[src/rtl/cdb_arbiter_if.sv]
// cdb_arbiter_if: FU-side request bus and CDB-side result bus of the CDB arbiter.
// Also carries the shared EX_PACKET type in cdb_arbiter_pkg.
// Optional macro CDB_ARB_STATS_EN adds the stall_cycles / grant_count signals.

package cdb_arbiter_pkg;
    typedef struct packed {
        logic [5:0]  rob_idx;
        logic [4:0]  dest;
        logic [31:0] alu_result;
    } ex_packet_t;
endpackage

interface cdb_arbiter_if #(
    parameter int unsigned NUM_FU = 4
);
    import cdb_arbiter_pkg::*;

    logic [NUM_FU-1:0] fu_valid;
    ex_packet_t        fu_packet [NUM_FU];
    logic [NUM_FU-1:0] fu_no_output;
    logic [NUM_FU-1:0] fu_ready;
    ex_packet_t        cdb_ex_packet;
    logic              cdb_ex_no_output;
    logic              cdb_out_valid;
`ifdef CDB_ARB_STATS_EN
    logic [31:0]       stall_cycles;
    logic [31:0]       grant_count;
`endif

    // Functional-unit / testbench side
    modport master (
        output fu_valid, fu_packet, fu_no_output,
        input  fu_ready, cdb_ex_packet, cdb_ex_no_output, cdb_out_valid
`ifdef CDB_ARB_STATS_EN
        , input stall_cycles, grant_count
`endif
    );

    // Arbiter side
    modport slave (
        input  fu_valid, fu_packet, fu_no_output,
        output fu_ready, cdb_ex_packet, cdb_ex_no_output, cdb_out_valid
`ifdef CDB_ARB_STATS_EN
        , output stall_cycles, grant_count
`endif
    );
endinterface

[src/rtl/cdb_arbiter.sv]
// cdb_arbiter: per-FU result FIFOs feeding a round-robin arbiter that loads one
// completion per cycle into a registered Common Data Bus output.
// Optional macro CDB_ARB_STATS_EN adds saturating stall/grant counters.

module cdb_arbiter
    import cdb_arbiter_pkg::*;
#(
    parameter int unsigned NUM_FU    = 4,
    parameter int unsigned BUF_DEPTH = 2
) (
    input  logic         clock,
    input  logic         reset,
    input  logic         squash,
    cdb_arbiter_if.slave bus
);
    localparam int unsigned IDX_W = $clog2(BUF_DEPTH);
    localparam int unsigned PTR_W = IDX_W + 1;
    localparam int unsigned RR_W  = (NUM_FU > 1) ? $clog2(NUM_FU) : 1;

    typedef struct packed {
        ex_packet_t pkt;
        logic       no_output;
    } entry_t;

    entry_t            mem_q [NUM_FU][BUF_DEPTH];
    logic [PTR_W-1:0]  wr_q  [NUM_FU];
    logic [PTR_W-1:0]  wr_d  [NUM_FU];
    logic [PTR_W-1:0]  rd_q  [NUM_FU];
    logic [PTR_W-1:0]  rd_d  [NUM_FU];
    logic [RR_W-1:0]   rr_q, rr_d;

    logic [NUM_FU-1:0] empty, full, push, pop;
    logic              grant;
    logic [RR_W-1:0]   winner;
    logic [RR_W-1:0]   cand;
    entry_t            head;

    ex_packet_t        pkt_q;
    logic              valid_q;
    logic              no_out_q;

    // FIFO status from registered pointers only
    always_comb begin
        for (int unsigned i = 0; i < NUM_FU; i++) begin
            empty[i] = (wr_q[i] == rd_q[i]);
            full[i]  = (wr_q[i][IDX_W-1:0] == rd_q[i][IDX_W-1:0]) &&
                       (wr_q[i][PTR_W-1] != rd_q[i][PTR_W-1]);
        end
    end

    assign bus.fu_ready = ~full;

    // Round-robin pick: first non-empty FIFO at or after rr_q, wrapping at NUM_FU
    always_comb begin
        grant  = 1'b0;
        winner = '0;
        cand   = '0;
        for (int unsigned k = 0; k < NUM_FU; k++) begin
            cand = RR_W'((32'(rr_q) + k) % NUM_FU);
            if (!grant && !empty[cand]) begin
                grant  = 1'b1;
                winner = cand;
            end
        end
        head = mem_q[winner][rd_q[winner][IDX_W-1:0]];
        rr_d = rr_q;
        if (squash) begin
            rr_d = '0;
        end else if (grant) begin
            rr_d = (winner == RR_W'(NUM_FU - 1)) ? '0 : winner + 1'b1;
        end
    end

    // Push/pop decode and next pointers; squash empties every FIFO
    always_comb begin
        for (int unsigned i = 0; i < NUM_FU; i++) begin
            push[i] = bus.fu_valid[i] && !full[i] && !squash;
            pop[i]  = grant && (winner == RR_W'(i)) && !squash;
            wr_d[i] = wr_q[i] + PTR_W'(push[i]);
            rd_d[i] = rd_q[i] + PTR_W'(pop[i]);
            if (squash) begin
                wr_d[i] = '0;
                rd_d[i] = '0;
            end
        end
    end

    // Pointer and round-robin state
    always_ff @(posedge clock or posedge reset) begin
        if (reset) begin
            wr_q <= '{default: '0};
            rd_q <= '{default: '0};
            rr_q <= '0;
        end else begin
            wr_q <= wr_d;
            rd_q <= rd_d;
            rr_q <= rr_d;
        end
    end

    // FIFO storage; contents are meaningless while pointers say empty
    always_ff @(posedge clock) begin
        for (int unsigned i = 0; i < NUM_FU; i++) begin
            if (push[i]) begin
                mem_q[i][wr_q[i][IDX_W-1:0]] <= '{pkt: bus.fu_packet[i],
                                                  no_output: bus.fu_no_output[i]};
            end
        end
    end

    // Registered CDB output: load granted head, otherwise broadcast nothing
    always_ff @(posedge clock or posedge reset) begin
        if (reset) begin
            pkt_q    <= '0;
            valid_q  <= 1'b0;
            no_out_q <= 1'b1;
        end else if (!squash && grant) begin
            pkt_q    <= head.pkt;
            valid_q  <= 1'b1;
            no_out_q <= head.no_output;
        end else begin
            valid_q  <= 1'b0;
            no_out_q <= 1'b1;
        end
    end

    assign bus.cdb_ex_packet    = pkt_q;
    assign bus.cdb_out_valid    = valid_q;
    assign bus.cdb_ex_no_output = no_out_q;

`ifdef CDB_ARB_STATS_EN
    logic [31:0] stall_q;
    logic [31:0] gcnt_q;

    // Saturating counters; squash does not touch them
    always_ff @(posedge clock or posedge reset) begin
        if (reset) begin
            stall_q <= '0;
            gcnt_q  <= '0;
        end else begin
            if ((|(bus.fu_valid & full)) && (stall_q != '1)) begin
                stall_q <= stall_q + 32'd1;
            end
            if (grant && !squash && (gcnt_q != '1)) begin
                gcnt_q <= gcnt_q + 32'd1;
            end
        end
    end

    assign bus.stall_cycles = stall_q;
    assign bus.grant_count  = gcnt_q;
`endif
endmodule

[src/flat_wrapper.sv]
// flat-port wrapper written by rule: the top's interface ports become plain ports
module cdb_arbiter_flat import cdb_arbiter_pkg::*;
#(
    parameter int unsigned NUM_FU    = 4,
    parameter int unsigned BUF_DEPTH = 2
)
  (clock, reset, squash, bus_fu_valid, bus_fu_packet, bus_fu_no_output, bus_fu_ready, bus_cdb_ex_packet, bus_cdb_ex_no_output, bus_cdb_out_valid);
  cdb_arbiter_if #(.NUM_FU(NUM_FU)) bus_i ();
  input  logic clock;
  input  logic reset;
  input  logic squash;
  input wire logic [$bits(bus_i.fu_valid)-1:0] bus_fu_valid;
  input wire logic [$bits(bus_i.fu_packet)-1:0] bus_fu_packet;
  input wire logic [$bits(bus_i.fu_no_output)-1:0] bus_fu_no_output;
  output wire logic [$bits(bus_i.fu_ready)-1:0] bus_fu_ready;
  output wire logic [$bits(bus_i.cdb_ex_packet)-1:0] bus_cdb_ex_packet;
  output wire logic [$bits(bus_i.cdb_ex_no_output)-1:0] bus_cdb_ex_no_output;
  output wire logic [$bits(bus_i.cdb_out_valid)-1:0] bus_cdb_out_valid;
  assign bus_i.fu_valid = bus_fu_valid;
  assign bus_i.fu_packet = {>>{bus_fu_packet}};
  assign bus_i.fu_no_output = bus_fu_no_output;
  assign bus_fu_ready = bus_i.fu_ready;
  assign bus_cdb_ex_packet = bus_i.cdb_ex_packet;
  assign bus_cdb_ex_no_output = bus_i.cdb_ex_no_output;
  assign bus_cdb_out_valid = bus_i.cdb_out_valid;
  cdb_arbiter #(.NUM_FU(NUM_FU), .BUF_DEPTH(BUF_DEPTH)) u_core (.clock(clock), .reset(reset), .squash(squash), .bus(bus_i));
endmodule
[config.mk]
export PLATFORM = sky130hd
export DESIGN_NAME = cdb_arbiter_flat
export DESIGN_NICKNAME = d
export VERILOG_FILES = /design/src/rtl/cdb_arbiter_if.sv /design/src/rtl/cdb_arbiter.sv /design/src/flat_wrapper.sv
export SDC_FILE = /design/constraint.sdc
export NUM_CORES = 1
export LEC_CHECK = 0
export CORE_ASPECT_RATIO = 1.75
export CORE_MARGIN = 2
export CORE_UTILIZATION = 40
export CTS_CLUSTER_DIAMETER = 30
export CTS_CLUSTER_SIZE = 8
export DETAILED_ROUTE_END_ITERATION = 8
export PLACE_DENSITY = 0.68
export SYNTH_ARGS = -nofsm -noshare
export SYNTH_HDL_FRONTEND = slang
export SYNTH_SLANG_ARGS = --single-unit
[constraint.sdc]
create_clock -name clock -period 3.7 [get_ports clock]
set_input_delay 0.74 -clock clock [delete_from_list [all_inputs] [get_ports clock]]
set_output_delay 0.74 -clock clock [all_outputs]
set_load 0.005 [all_outputs]
# Word-level counts from Yosys, hierarchy flattened
# Memories as Yosys holds them, arrays and structs flattened.
# Cells that the tools add are included.
dict set report op_classes {
  eq_ne 15
  bitwise 7
  magnitude_cmp 14
  reduce_logical 40
  n_mux 51
  addsub 12
}
# cell count
set op_table {}
lappend op_table {{$mux W88} 4}
lappend op_table {{$mux W44} 7}
lappend op_table {{$demux W44 S1} 4}
lappend op_table {{$mux W2} 15}
lappend op_table {{$logic_and A1 B1 Y1} 28}
lappend op_table {{$add A2 B1 Y2} 8}
lappend op_table {{$mux W1} 16}
lappend op_table {{$lt A2 B3 Y1 const B} 4}
lappend op_table {{$ge A2 B2 Y1 const B} 5}
lappend op_table {{$logic_not A1 Y1} 10}
lappend op_table {{$not A1 Y2} 5}
lappend op_table {{$bmux W1 S2} 4}
lappend op_table {{$eq A2 B2 Y1} 4}
lappend op_table {{$lt A2 B1 Y1 const B} 4}
lappend op_table {{$add A2 B1 Y2 const B} 2}
lappend op_table {{$add A2 B2 Y2 const B} 2}
lappend op_table {{$bmux W2 S2} 1}
lappend op_table {{$eq A1 B1 Y1} 4}
lappend op_table {{$eq A2 B2 Y1 const B} 2}
lappend op_table {{$ne A1 B1 Y1} 4}
lappend op_table {{$not A4 Y4} 1}
lappend op_table {{$ge A3 B3 Y1 const B} 1}
lappend op_table {{$not A2 Y3} 1}
lappend op_table {{$eq A2 B1 Y1 const B} 1}
lappend op_table {{2 further kinds} 2}
dict set report word_totals {
  mem_bits_rw 352
  regBits 63
  memories 1
  inputBits 183
}
# name depth word_bits rd rd_clocked_by_memory_dff write_ports line_no
set mem_list {}
lappend mem_list {u_core.mem_q 4 88 1 0 4 cdb_arbiter.sv:25} ;# entry_t mem_q [NUM_FU][BUF_DEPTH];

# Depth between registers and ports, before layout
# Gate-level depths: netlist of the first run.
dict set report logic_depth {
  word_depth 21
  mapped_depth 13
  ltp_nobuf 10
}

# Worst setup path before layout of the first run
# OpenSTA, ideal clock, no wires.
dict set report synth_timing {
  path_type {input port to flip-flop}
  startpoint {input squash}
  endpoint {memory u_core.mem_q[0][0] (netlist bit) (enable)}
  required_ns 3.292
  cell_stages 3
  t_arrival_ns 2.297
  path_buffers 1
  setup_slack_ns 0.995
  path_cell_list {clkbuf_1 > and3b_1 > ha_1}
}
# item line_no
set synth_lines {}
lappend synth_lines {{start: declaration} flat_wrapper.sv:11} ;# input logic squash;
lappend synth_lines {{end: declaration} cdb_arbiter.sv:25}

# Worst setup path after layout of the first run
dict set report layout_timing {
  startpoint {register u_core.rd_q[2] (netlist bit)}
  endpoint {register u_core.pkt_q, in the netlist u_core.bus.cdb_ex_packet[1]}
}
dict set report layout_between {
  elab_chain_len 20
  elab_cells_between_ends 35
  cone_classes {eq/ne: 1; mux: 22; bitwise: 2; reduce/logical: 9; memory: 1}
}
# item line_no
set layout_rtl {}
lappend layout_rtl {{start: declaration} cdb_arbiter.sv:28} ;# logic [PTR_W-1:0] rd_q [NUM_FU];
lappend layout_rtl {{start signal: assignment} cdb_arbiter.sv:96} ;# rd_q <= rd_d;
lappend layout_rtl {{$eq A2 B2 Y1} cdb_arbiter.sv:45} ;# empty[i] = (wr_q[i] == rd_q[i]);
lappend layout_rtl {{$bmux W1 S2} cdb_arbiter.sv:60} ;# if (!grant && !empty[cand]) begin
lappend layout_rtl {{$mux W1 (implied by the code)} cdb_arbiter.sv:60}
lappend layout_rtl {{$logic_not A1 Y1} cdb_arbiter.sv:60}
lappend layout_rtl {{$logic_and A1 B1 Y1} cdb_arbiter.sv:60}
lappend layout_rtl {{$mux W1} cdb_arbiter.sv:60}
lappend layout_rtl {{$logic_not A1 Y1} cdb_arbiter.sv:60}
lappend layout_rtl {{$logic_and A1 B1 Y1} cdb_arbiter.sv:60}
lappend layout_rtl {{$mux W1} cdb_arbiter.sv:60}
lappend layout_rtl {{$logic_not A1 Y1} cdb_arbiter.sv:60}
lappend layout_rtl {{$logic_and A1 B1 Y1} cdb_arbiter.sv:60}
lappend layout_rtl {{$mux W2} cdb_arbiter.sv:60}
lappend layout_rtl {{$not A2 Y3 (implied by the code)} cdb_arbiter.sv:65} ;# head = mem_q[winner][rd_q[winner][IDX_W-1:0]];
lappend layout_rtl {{$bmux W2 S2} cdb_arbiter.sv:65}
lappend layout_rtl {{$mux W1 (implied by the code) (2 in a row)} cdb_arbiter.sv:65}
lappend layout_rtl {{$not A1 Y2 (implied by the code)} cdb_arbiter.sv:65}
lappend layout_rtl {{$mux W44 (implied by the code) (3 in a row)} cdb_arbiter.sv:65}
lappend layout_rtl {{end signal: assignment} cdb_arbiter.sv:118} ;# pkt_q <= head.pkt;
lappend layout_rtl {{end: declaration} cdb_arbiter.sv:38} ;# ex_packet_t pkt_q;
# Several ways; a longest one is shown, not always the timed one. The select of a mux whose other input is x is not followed.
# A chain may end at the register's enable or synchronous reset.

==> impl_metrics.yaml, run 1 <==
yosys:
  yosysTopAreaCell: "edfxtp_1"
  synth_flop_cell: "edfxtp_1"
  synth_compound_area_frac: 0.1075
  syn_area_sq_um: 16590
  synth_common_cells: "edfxtp_1, nand2_1, nand3_1"
  synthAdderAreaFrac: 0.009803
  yosysMostFrequentCell: "edfxtp_1"
  synth_edf_count: 352
  synth.avg_cell_area_sq_um: 14.76
  synth_top_area_frac: 0.6371
  synthDistinctLibCells: 46
  ys_warn_count: 0
  synth.net_count: 1320
  async_flop_share: 0.1518
  synth_seq_cells: 415
  synthXorXnorAreaFrac: 0.008898
  synth_top_family_by_area: "compound AO/OA/AOI/OAI gates"
  synthTopCellsByArea: "edfxtp_1, dfrtp_1, mux2_2"
  yosysSeqAreaShare: 0.7321
  synth-simple-area-share: 0.08627
  muxShareOfSynthArea: 0.02918
  synthCells: 1124
clock_tree:
  cts_max_path_buffers: 3
  clk_pin_slew_worst_paths_ns: 0.05
  clock_tree.htree_level_count: 3
  cts_hold_buf: 0
  cts_resized: 0
  cts_setup_buffers: 0
  cts_tree: "built"
  clock-sinks: 415
  clk_latency_ns: 0.58
  clock-root-buffer: "clkbuf_16"
  cts-buffers-inserted: 66
routing:
  wl_per_cell_microns: 24.15
  totalWireLength_microns: 47770
  drtIter0Drc: 912
  drtAntennaViolNets: 0
  drcViolationCount: 0
  vias_per_cell: 5.533
  first_pass_iters: 5
  via_count: 10940
place:
  placed_cells: 1858
  dp_hpwl_microns: 29860
  portBuffers: 231
  gp_congestion: 0.8238
critical_path:
  r2r-end: "u_core.bus.cdb_ex_packet[1]$_DFFE_PP0P_"
  worst-setup-path-type: "flip-flop to flip-flop"
  critPathLaunchType: "flip-flop"
  end_kind: "flip-flop"
  path_max_fanout: 21
  critPathArrivalTime_ns: 3.47
  worstReg2RegStart: "u_core.rd_q[2]$_DFF_PP0_"
  rrSetupSlack_ns: 0.70
  reg2reg_depth: 8
  required_ns: 4.17
global_route:
  overflow: 0
  track_usage: 0.2189
  antenna_found_initial: 7
  grt_max_degree: 65
  first_global_vias: 11580
  grt_pass1_wl_microns: 69400
cells_and_area:
  drive_gt1_frac: 0.1343
  area_growth_pct: 30.83
  layout.nets: 1572
  fin_cells: 1978
min_path:
  hold_path_end: "u_core.bus.cdb_ex_packet[23]$_DFFE_PP0P_"
  worstHoldStart: "u_core.bus.cdb_ex_packet[23]$_DFFE_PP0P_"
  whs_path_depth: 2
  hp-class: "flip-flop to flip-flop"
timing:
  tightest_slew_ns: 0.7687
  clock.fmax_mhz: 333.4
  slew_headroom: 0.4875
  hold_viol: 0
  finalSetupViolCount: 0
  slew_viol_final: 0
  finClkSkew_ns: 0.02361
  period_share: 0.8107
  fin_crit_ns: 2.999
  rsz0062_at_grt: "false"
  fin_tns_setup_ns: 0
pwr:
  power.internal_uw: 12410
  p_leak_uw: 0.007593
  comb_power_share: 0.409
  power_density_nw_per_um2: 900.7
  peakVddDrop_uv: 809.5
  seqPwrFrac: 0.302
  clkPwrFrac: 0.289
  netSwitchingFraction: 0.3652
  power_switching_uw: 7140
flow_run:
  drv_cap: 0
floorplan:
  io_pins: 232
  rows: 98
  dieHeight_microns: 273.4
  core-area_sq_um: 40950
  dieWidth_microns: 158.0
  die_area_sq_um: 43190
  initial_utilization: 0.4051
outcome:
  outcome: "finished, final reports clean"
power groups by stage:
stage / registers (uW) / logic [uW] / clock network, uW
global placement: 5960 / 7810 / 0
CTS: 5900 / 8050 / 5760
finish: 5900 / 8000 / 5660
detailed placement: 5980 / 8010 / 0
floorplan: 5900 / 5270 / 0
global route: 5930 / 8630 / 5970
kinds of logic (layout without fill, tap and decap cells):
logic type / Yosys count / in the layout
AOI/OAI and AO/OA: 239 / 239
xor gates and xnor gates: 16 / 16
adders and majority gates: 13 / 13
buffers and inverters: 94 / 392
DFF: 415 / 415
muxes: 43 / 43
other: 0 / 6
and+or+nand+nor: 304 / 304
layout make-up:
class	count	area [sq um]
fillers	3454	19250
flip-flops and latches	415	12150
repair buffers	269	2723
clock inverters	12	157.7
clock buffers	102	1881
multi-input cells	615	4056
diodes	6	15.01
well taps	550	688.2
inverters	9	38.79
critical path, cell delays in order (launching register included):
cell and delay [ns]:
dfrtp_1 0.44, xnor2_1 0.39, a21oi_1 0.21, o21ai_4 0.59, buf_4 0.41, and3_1 0.20
a211oi_1 0.07, a311o_1 0.35, a31oi_1 0.22
worst max path at each step:
stage	slack, ns	endpoint	from	cells after the start
floorplan	1.0	u_core.mem_q[0][0]$_DFFE_PP_	squash	3
global placement	0.88	u_core.bus.cdb_ex_packet[18]$_DFFE_PP0P_	u_core.rd_q[2]$_DFF_PP0_	9
detailed placement	0.77	u_core.bus.cdb_ex_packet[14]$_DFFE_PP0P_	u_core.rd_q[2]$_DFF_PP0_	9
CTS	0.69	bus_fu_ready[0]	u_core.wr_q[6]$_DFF_PP0_	3
global route	0.57	u_core.bus.cdb_ex_packet[1]$_DFFE_PP0P_	u_core.rd_q[6]$_DFF_PP0_	9
finish	0.70	u_core.bus.cdb_ex_packet[1]$_DFFE_PP0P_	u_core.rd_q[2]$_DFF_PP0_	8
cell usage in the layout, fill, tap and decap left out, types with 5 or more instances in the layout:
cell / count
edfxtp_1: 352
clkdlybuf4s50_1: 231
nand2_1: 90
nand3_1: 86
clkbuf_16: 69
dfrtp_1: 62
nor2_1: 60
a211oi_1: 46
and3_1: 45
o21ai_0: 44
a31oi_1: 44
mux2_2: 43
o211ai_1: 43
a311o_1: 43
clkbuf_1: 30
buf_4: 28
xnor2_1: 12
buf_12: 10
ha_2: 8
diode_2: 6
clkinv_2: 6
inv_1: 6
nand2b_1: 5
ha_1: 5
flip-flops by register name (all words and copies together) (netlist names):
signal                       count
u_core.mem_q                   352
u_core.bus.cdb_ex_packet        43
u_core.rd_q                      8
u_core.wr_q                      8
u_core.rr_q                      2
u_core.bus.cdb_ex_no_output      1
u_core.bus.cdb_out_valid         1
per-stage QoR:
| step | utilization | hold slack (ns) | instance area (sq um) | power [uW] | setup WS, ns |
|---|---|---|---|---|---|
| 4_1_cts | 0.5297 | 0.5475 | 21690 | 19700 | 0.6885 |
| 5_1_grt | 0.5300 | 0.5794 | 21710 | 20520 | 0.5653 |
| 6_report | 0.5300 | 0.5487 | 21710 | 19550 | 0.7006 |
| 3_5_place_dp | 0.4799 | 0.5373 | 19650 | 13990 | 0.7749 |
| 2_1_floorplan | - | 0.5214 | 16590 | 11170 | 0.9951 |
| 3_3_place_gp | 0.4799 | 0.5320 | 19650 | 13770 | 0.8833 |
per-layer routing:
| layer | up-vias | wire (microns) | global-route usage |
|---|---|---|---|
| met5 | - | 13 | 0 |
| met4 | 2 | 2063 | 0.1207 |
| met3 | 116 | 2379 | 0.03847 |
| met2 | 407 | 26070 | 0.3987 |
| met1 | 5537 | 17250 | 0.2371 |
| li1 | 4882 | - | - |
Note: power is estimated with default switching activity, not from simulation.
==> inputs of run 2 (changes only) <==
PLACE_DENSITY = 0.71   (was 0.68)
clock period = 2.4 ns   (was 3.7 ns; I/O delays follow)
==> impl_metrics.yaml, run 2 (synthesized netlist as in run 1, its figures left out) <==
outcome:
  outcome: "finished, violations left"
  violations: "negative setup slack"
place:
  dp_hpwl_microns: 30660
  pre_cts_slack_ns: -0.09567
  portBuffers: 231
  placed_cells: 1909
  gp_congestion: 0.8526
global_route:
  track_usage: 0.2290
  antenna_found_initial: 9
  grtUsageMet2: 0.4026
  top_usage_layer: "met2"
  grt_max_degree: 64
  grt_pass1_wl_microns: 71950
  first_global_vias: 12040
  met1_usage: 0.2519
  overflow: 0
  grt_use_met3: 0.04037
routing:
  drtAntennaViolNets: 0
  via_count: 11720
  drtIter0Drc: 985
  first_pass_iters: 5
  vias_per_cell: 5.631
  wl_per_cell_microns: 24.72
  totalWireLength_microns: 51440
  drcViolationCount: 0
clock_tree:
  clock-root-buffer: "clkbuf_16"
  clock_tree.htree_level_count: 3
  cts_max_path_buffers: 3
  cts_tree: "built"
  cts-buffers-inserted: 71
  clk_latency_ns: 0.58
  clk_pin_slew_worst_paths_ns: 0.05
  cts_hold_buf: 0
  clock-sinks: 415
floorplan:
  io_pins: 232
  rows: 98
  dieHeight_microns: 273.4
  core-area_sq_um: 40950
  die_area_sq_um: 43190
  dieWidth_microns: 158.0
  initial_utilization: 0.4051
cells_and_area:
  n_fill_cell: 3200
  layout.nets: 1661
  area_growth_pct: 40.75
  final_util: 0.5702
  layout_commonest_cell: "edfxtp_1"
  largest_reg_flops: 352
  drive_gt1_frac: 0.2050
  fin_cells: 2081
  layout_common_cells: "edfxtp_1, clkdlybuf4s50_1, nand2_1, nand3_1, clkbuf_16"
timing:
  tightest_slew_ns: 0.4664
  clock.fmax_mhz: 394.3
  slew_viol_final: 0
  slew_headroom: 0.6891
  setup_slack_ns: -0.1363
  period_share: 1.057
  fin_tns_setup_ns: -2.660
  hold_viol: 0
  finalSetupViolCount: 47
  finClkSkew_ns: 0.01815
  fin_crit_ns: 2.536
  rsz0062_at_grt: "true"
critical_path:
  crit_start: "u_core.rd_q[2]$_DFF_PP0_"
  end_kind: "flip-flop"
  reg2reg_depth: 9
  critPathArrivalTime_ns: 3.02
  path_max_fanout: 21
  rrSetupSlack_ns: -0.14
  r2r-end: "u_core.bus.cdb_ex_packet[0]$_DFFE_PP0P_"
  worst-setup-path-type: "flip-flop to flip-flop"
  worstReg2RegStart: "u_core.rd_q[2]$_DFF_PP0_"
  required_ns: 2.88
  critPathLaunchType: "flip-flop"
  crit_path_end: "u_core.bus.cdb_ex_packet[0]$_DFFE_PP0P_"
min_path:
  hp-class: "input pin to async pin"
pwr:
  p_leak_uw: 0.008334
  power_density_nw_per_um2: 1508
  total_power_uw: 35230
  peakVddDrop_uv: 956.8
flow_run:
  drv_cap: 0
run 2: changes by cell type in the layout (fill, tap and decap cells not counted), moves of 7 or more:
cell,delta
buf_4,+37
buf_12,+24
clkbuf_16,+11
buf_6,+10
buf_16,+7
run 2: worst max-delay path, stage by stage, from the launching register on:
cell	delay, ns
dfrtp_1	0.41
xnor2_2	0.21
a211o_1	0.37
o221a_2	0.26
o21ai_1	0.21
a22oi_2	0.13
buf_6	0.16
buf_12	0.16
a311o_1	0.29
a31oi_1	0.21
run 2: what timing repair did:
item,CTS,global route
gates resized for setup,36,25
buffers inserted,13,8
pin swaps,18,15
endpoints found under the setup margin,44,52
cloned,5,7
run 2: metal layers:
layer / part of all wire / vias to the layer above
met3: 0.071 / 172
met1: 0.34 / 5791
met2: 0.53 / 669
met5: 0 / -
li1: - / 5087
met4: 0.057 / 0
run 2: cell type report:
| class | count | area [sq um] | area share |
|---|---|---|---|
| repair buffers | 353 | 3921 | 0.1679 |
| diodes | 9 | 22.52 | 0.0009644 |
| multi-input cells | 615 | 4257 | 0.1823 |
| clock buffers | 114 | 2083 | 0.08920 |
| inverters | 9 | 43.79 | 0.001875 |
| clock inverters | 16 | 188.9 | 0.008090 |
| well taps | 550 | 688.2 | 0.02947 |
| flip-flops and latches | 415 | 12150 | 0.5202 |
run 2: how the worst min path moves through the flow:
| stage | start | end | slack, ns |
|---|---|---|---|
| finish | reset | u_core.bus.cdb_out_valid$_DFF_PP0_ | 0.30 |
| global route | reset | u_core.bus.cdb_out_valid$_DFF_PP0_ | 0.32 |
| CTS | reset | u_core.bus.cdb_out_valid$_DFF_PP0_ | 0.31 |
| detailed placement | u_core.bus.cdb_ex_packet[10]$_DFFE_PP0P_ | u_core.bus.cdb_ex_packet[10]$_DFFE_PP0P_ | 0.54 |
| global placement | u_core.bus.cdb_ex_packet[37]$_DFFE_PP0P_ | u_core.bus.cdb_ex_packet[37]$_DFFE_PP0P_ | 0.53 |
| floorplan | u_core.rd_q[1]$_DFF_PP0_ | u_core.rd_q[1]$_DFF_PP0_ | 0.52 |
run 2: report_power, final:
group          internal, uW  switching (uW)  leakage [uW]  total, uW
clock network          6240            3250       0.00109       9500
registers              8660             460       0.00397       9120
logic                  7730            8880       0.00326      16600
run 2: through the flow:
stage / hold WS (ns) / area [sq um]
after global placement: 0.5320 / 20290
after global routing: 0.3158 / 23350
after CTS: 0.3098 / 23000
after detailed placement: 0.5428 / 20290
final: 0.3002 / 23350
after floorplan: 0.5214 / 16620
==> inputs of run 3 (changes only) <==
GPL_TIMING_DRIVEN = 0   (was default)
==> impl_metrics.yaml, run 3 (synthesized netlist as in run 1, its figures left out) <==
timing:
  fin_crit_ns: 2.704
  hold_viol: 0
  tightest_slew_ns: 1.451
  setup_slack_ns: -0.3038
  period_share: 1.127
  clock.fmax_mhz: 369.9
  rsz0062_at_grt: "true"
  slew_headroom: 0.03294
  finClkSkew_ns: 0.02212
  finalSetupViolCount: 142
  slew_viol_final: 0
routing:
  drtAntennaViolNets: 0
  drcViolationCount: 0
  totalWireLength_microns: 56580
  wl_per_cell_microns: 27.06
  first_pass_iters: 5
  via_count: 12190
  vias_per_cell: 5.831
  drtIter0Drc: 1171
critical_path:
  required_ns: 2.55
  slowest_stage: "ha_2"
  max_stage_delay_ns: 1.13
  path_max_fanout: 44
  critPathArrivalTime_ns: 2.86
  path_buf_inv: 0
  critPathLaunchType: "flip-flop"
  worst-setup-path-type: "flip-flop to flip-flop"
  path_cells: "xor2_4 -> nand2b_4 -> and3b_1 -> ha_2"
  crit_family: "adder cells"
  end_kind: "flip-flop"
pwr:
  total_power_uw: 37420
  netSwitchingFraction: 0.3801
  comb_power_share: 0.521
  power_switching_uw: 14220
  power.internal_uw: 23200
  power_density_nw_per_um2: 1579
  seqPwrFrac: 0.247
  p_leak_uw: 0.008401
  peakVddDrop_uv: 984.0
  clkPwrFrac: 0.233
clock_tree:
  clk_pin_slew_worst_paths_ns: 0.05
  cts_max_path_buffers: 3
  clock_tree.htree_level_count: 3
  clk_latency_ns: 0.57
  clock-root-buffer: "clkbuf_16"
  cts_hold_buf: 0
  cts-buffers-inserted: 67
  clock-sinks: 415
  cts_tree: "built"
floorplan:
  dieWidth_microns: 158.0
  die_area_sq_um: 43190
  io_pins: 232
  dieHeight_microns: 273.4
  core-area_sq_um: 40950
  initial_utilization: 0.4051
  rows: 98
cells_and_area:
  layout_common_cells: "edfxtp_1, clkdlybuf4s50_1, nand3_1, clkbuf_16, nand2_1"
  layout.nets: 1690
  fin_cells: 2091
  antenna_cells: 0
  largest_reg_flops: 352
  layout_commonest_cell: "edfxtp_1"
  area_growth_pct: 42.88
  drive_gt1_frac: 0.2537
place:
  portBuffers: 231
  dp_hpwl_microns: 34110
  pre_cts_slack_ns: -0.8811
  placed_cells: 1906
  gp_congestion: 0.8767
global_route:
  grt_pass1_wl_microns: 78760
  grt_max_degree: 62
  antenna_found_initial: 0
  overflow: 0
  track_usage: 0.2545
  first_global_vias: 12630
outcome:
  violations: "negative setup slack"
  outcome: "finished, violations left"
flow_run:
  drv_cap: 0
min_path:
  hp-class: "input pin to async pin"
run 3: cell count changes in the layout (fill, tap and decap cells not counted), moves of 9 or more:
cell and delta:
clkbuf_1 +14, buf_4 -31, clkbuf_2 +22, a211oi_2 +24
buf_12 -9, a211oi_1 -24, diode_2 -9, nand2_2 +20
buf_8 +11, nand2_1 -22, buf_6 +10
run 3: routing by layer:
layer  vias to the layer above  global-route usage  wire length, microns
met3                       190             0.03879                  4102
met5                         -                   0                     0
met1                      6086              0.2844                 19410
li1                       5126                   -                     -
met2                       790              0.4491                 29430
met4                         0              0.1596                  3639
run 3: area by class of cell:
class / instances / area, sq um
Clock inverter: 11 / 121.4
Timing Repair Buffer: 307 / 3386
Multi-Input combinational cell: 615 / 4681
Inverter: 9 / 56.30
Timing Repair inverter: 1 / 16.27
Clock buffer: 105 / 1892
Sequential cell: 415 / 12160
Buffer: 78 / 708.2
Tap cell: 550 / 688.2
Fill cell: 3168 / 17250
run 3: metrics by stage:
stage	area [sq um]	util	hold slack [ns]	setup TNS, ns
after floorplan	16620	-	0.5214	0
after global placement	19620	0.4791	0.5372	-345.48
after detailed placement	19690	0.4808	0.5490	-197.57
after CTS	23200	0.5664	0.1236	-46.61
after global routing	23710	0.5789	0.1362	-41.46
final	23710	0.5789	0.1385	-31.02
run 3: worst paths after layout:
check                                                               from                                        to  slack, ns  cells past startpoint
worst max-delay path                            u_core.rd_q[6]$_DFF_PP0_             u_core.mem_q[0][58]$_DFFE_PP_      -0.30                      4
worst min-delay path                                               reset                  u_core.wr_q[2]$_DFF_PP0_       0.14                      2
worst max register to register                  u_core.rd_q[6]$_DFF_PP0_             u_core.mem_q[0][58]$_DFFE_PP_      -0.30                      4
worst min register to register  u_core.bus.cdb_ex_packet[28]$_DFFE_PP0P_  u_core.bus.cdb_ex_packet[28]$_DFFE_PP0P_       0.55                      2
max in group asynchronous                                          reset  u_core.bus.cdb_ex_packet[42]$_DFFE_PP0P_       1.68                      3
min in group clock                                     bus_fu_packet[11]             u_core.mem_q[3][56]$_DFFE_PP_       0.49                      1
run 3: power groups by stage:
stage	Combinational (uW)	Clock, uW	Sequential [uW]
detailed placement	13500	0	9260
CTS	18000	8740	9190
global placement	13200	0	9240
floorplan	8140	0	9090
finish	19500	8710	9230
global route	20300	9080	9260
run 3: what timing repair did:
item | CTS | global route
endpoints found under the hold margin | 0 | 0
cloned | 9 | 4
resized for setup | 224 | 99
buffers inserted | 47 | 17
endpoints found under the setup margin | 241 | 190
pin swaps | 68 | 75
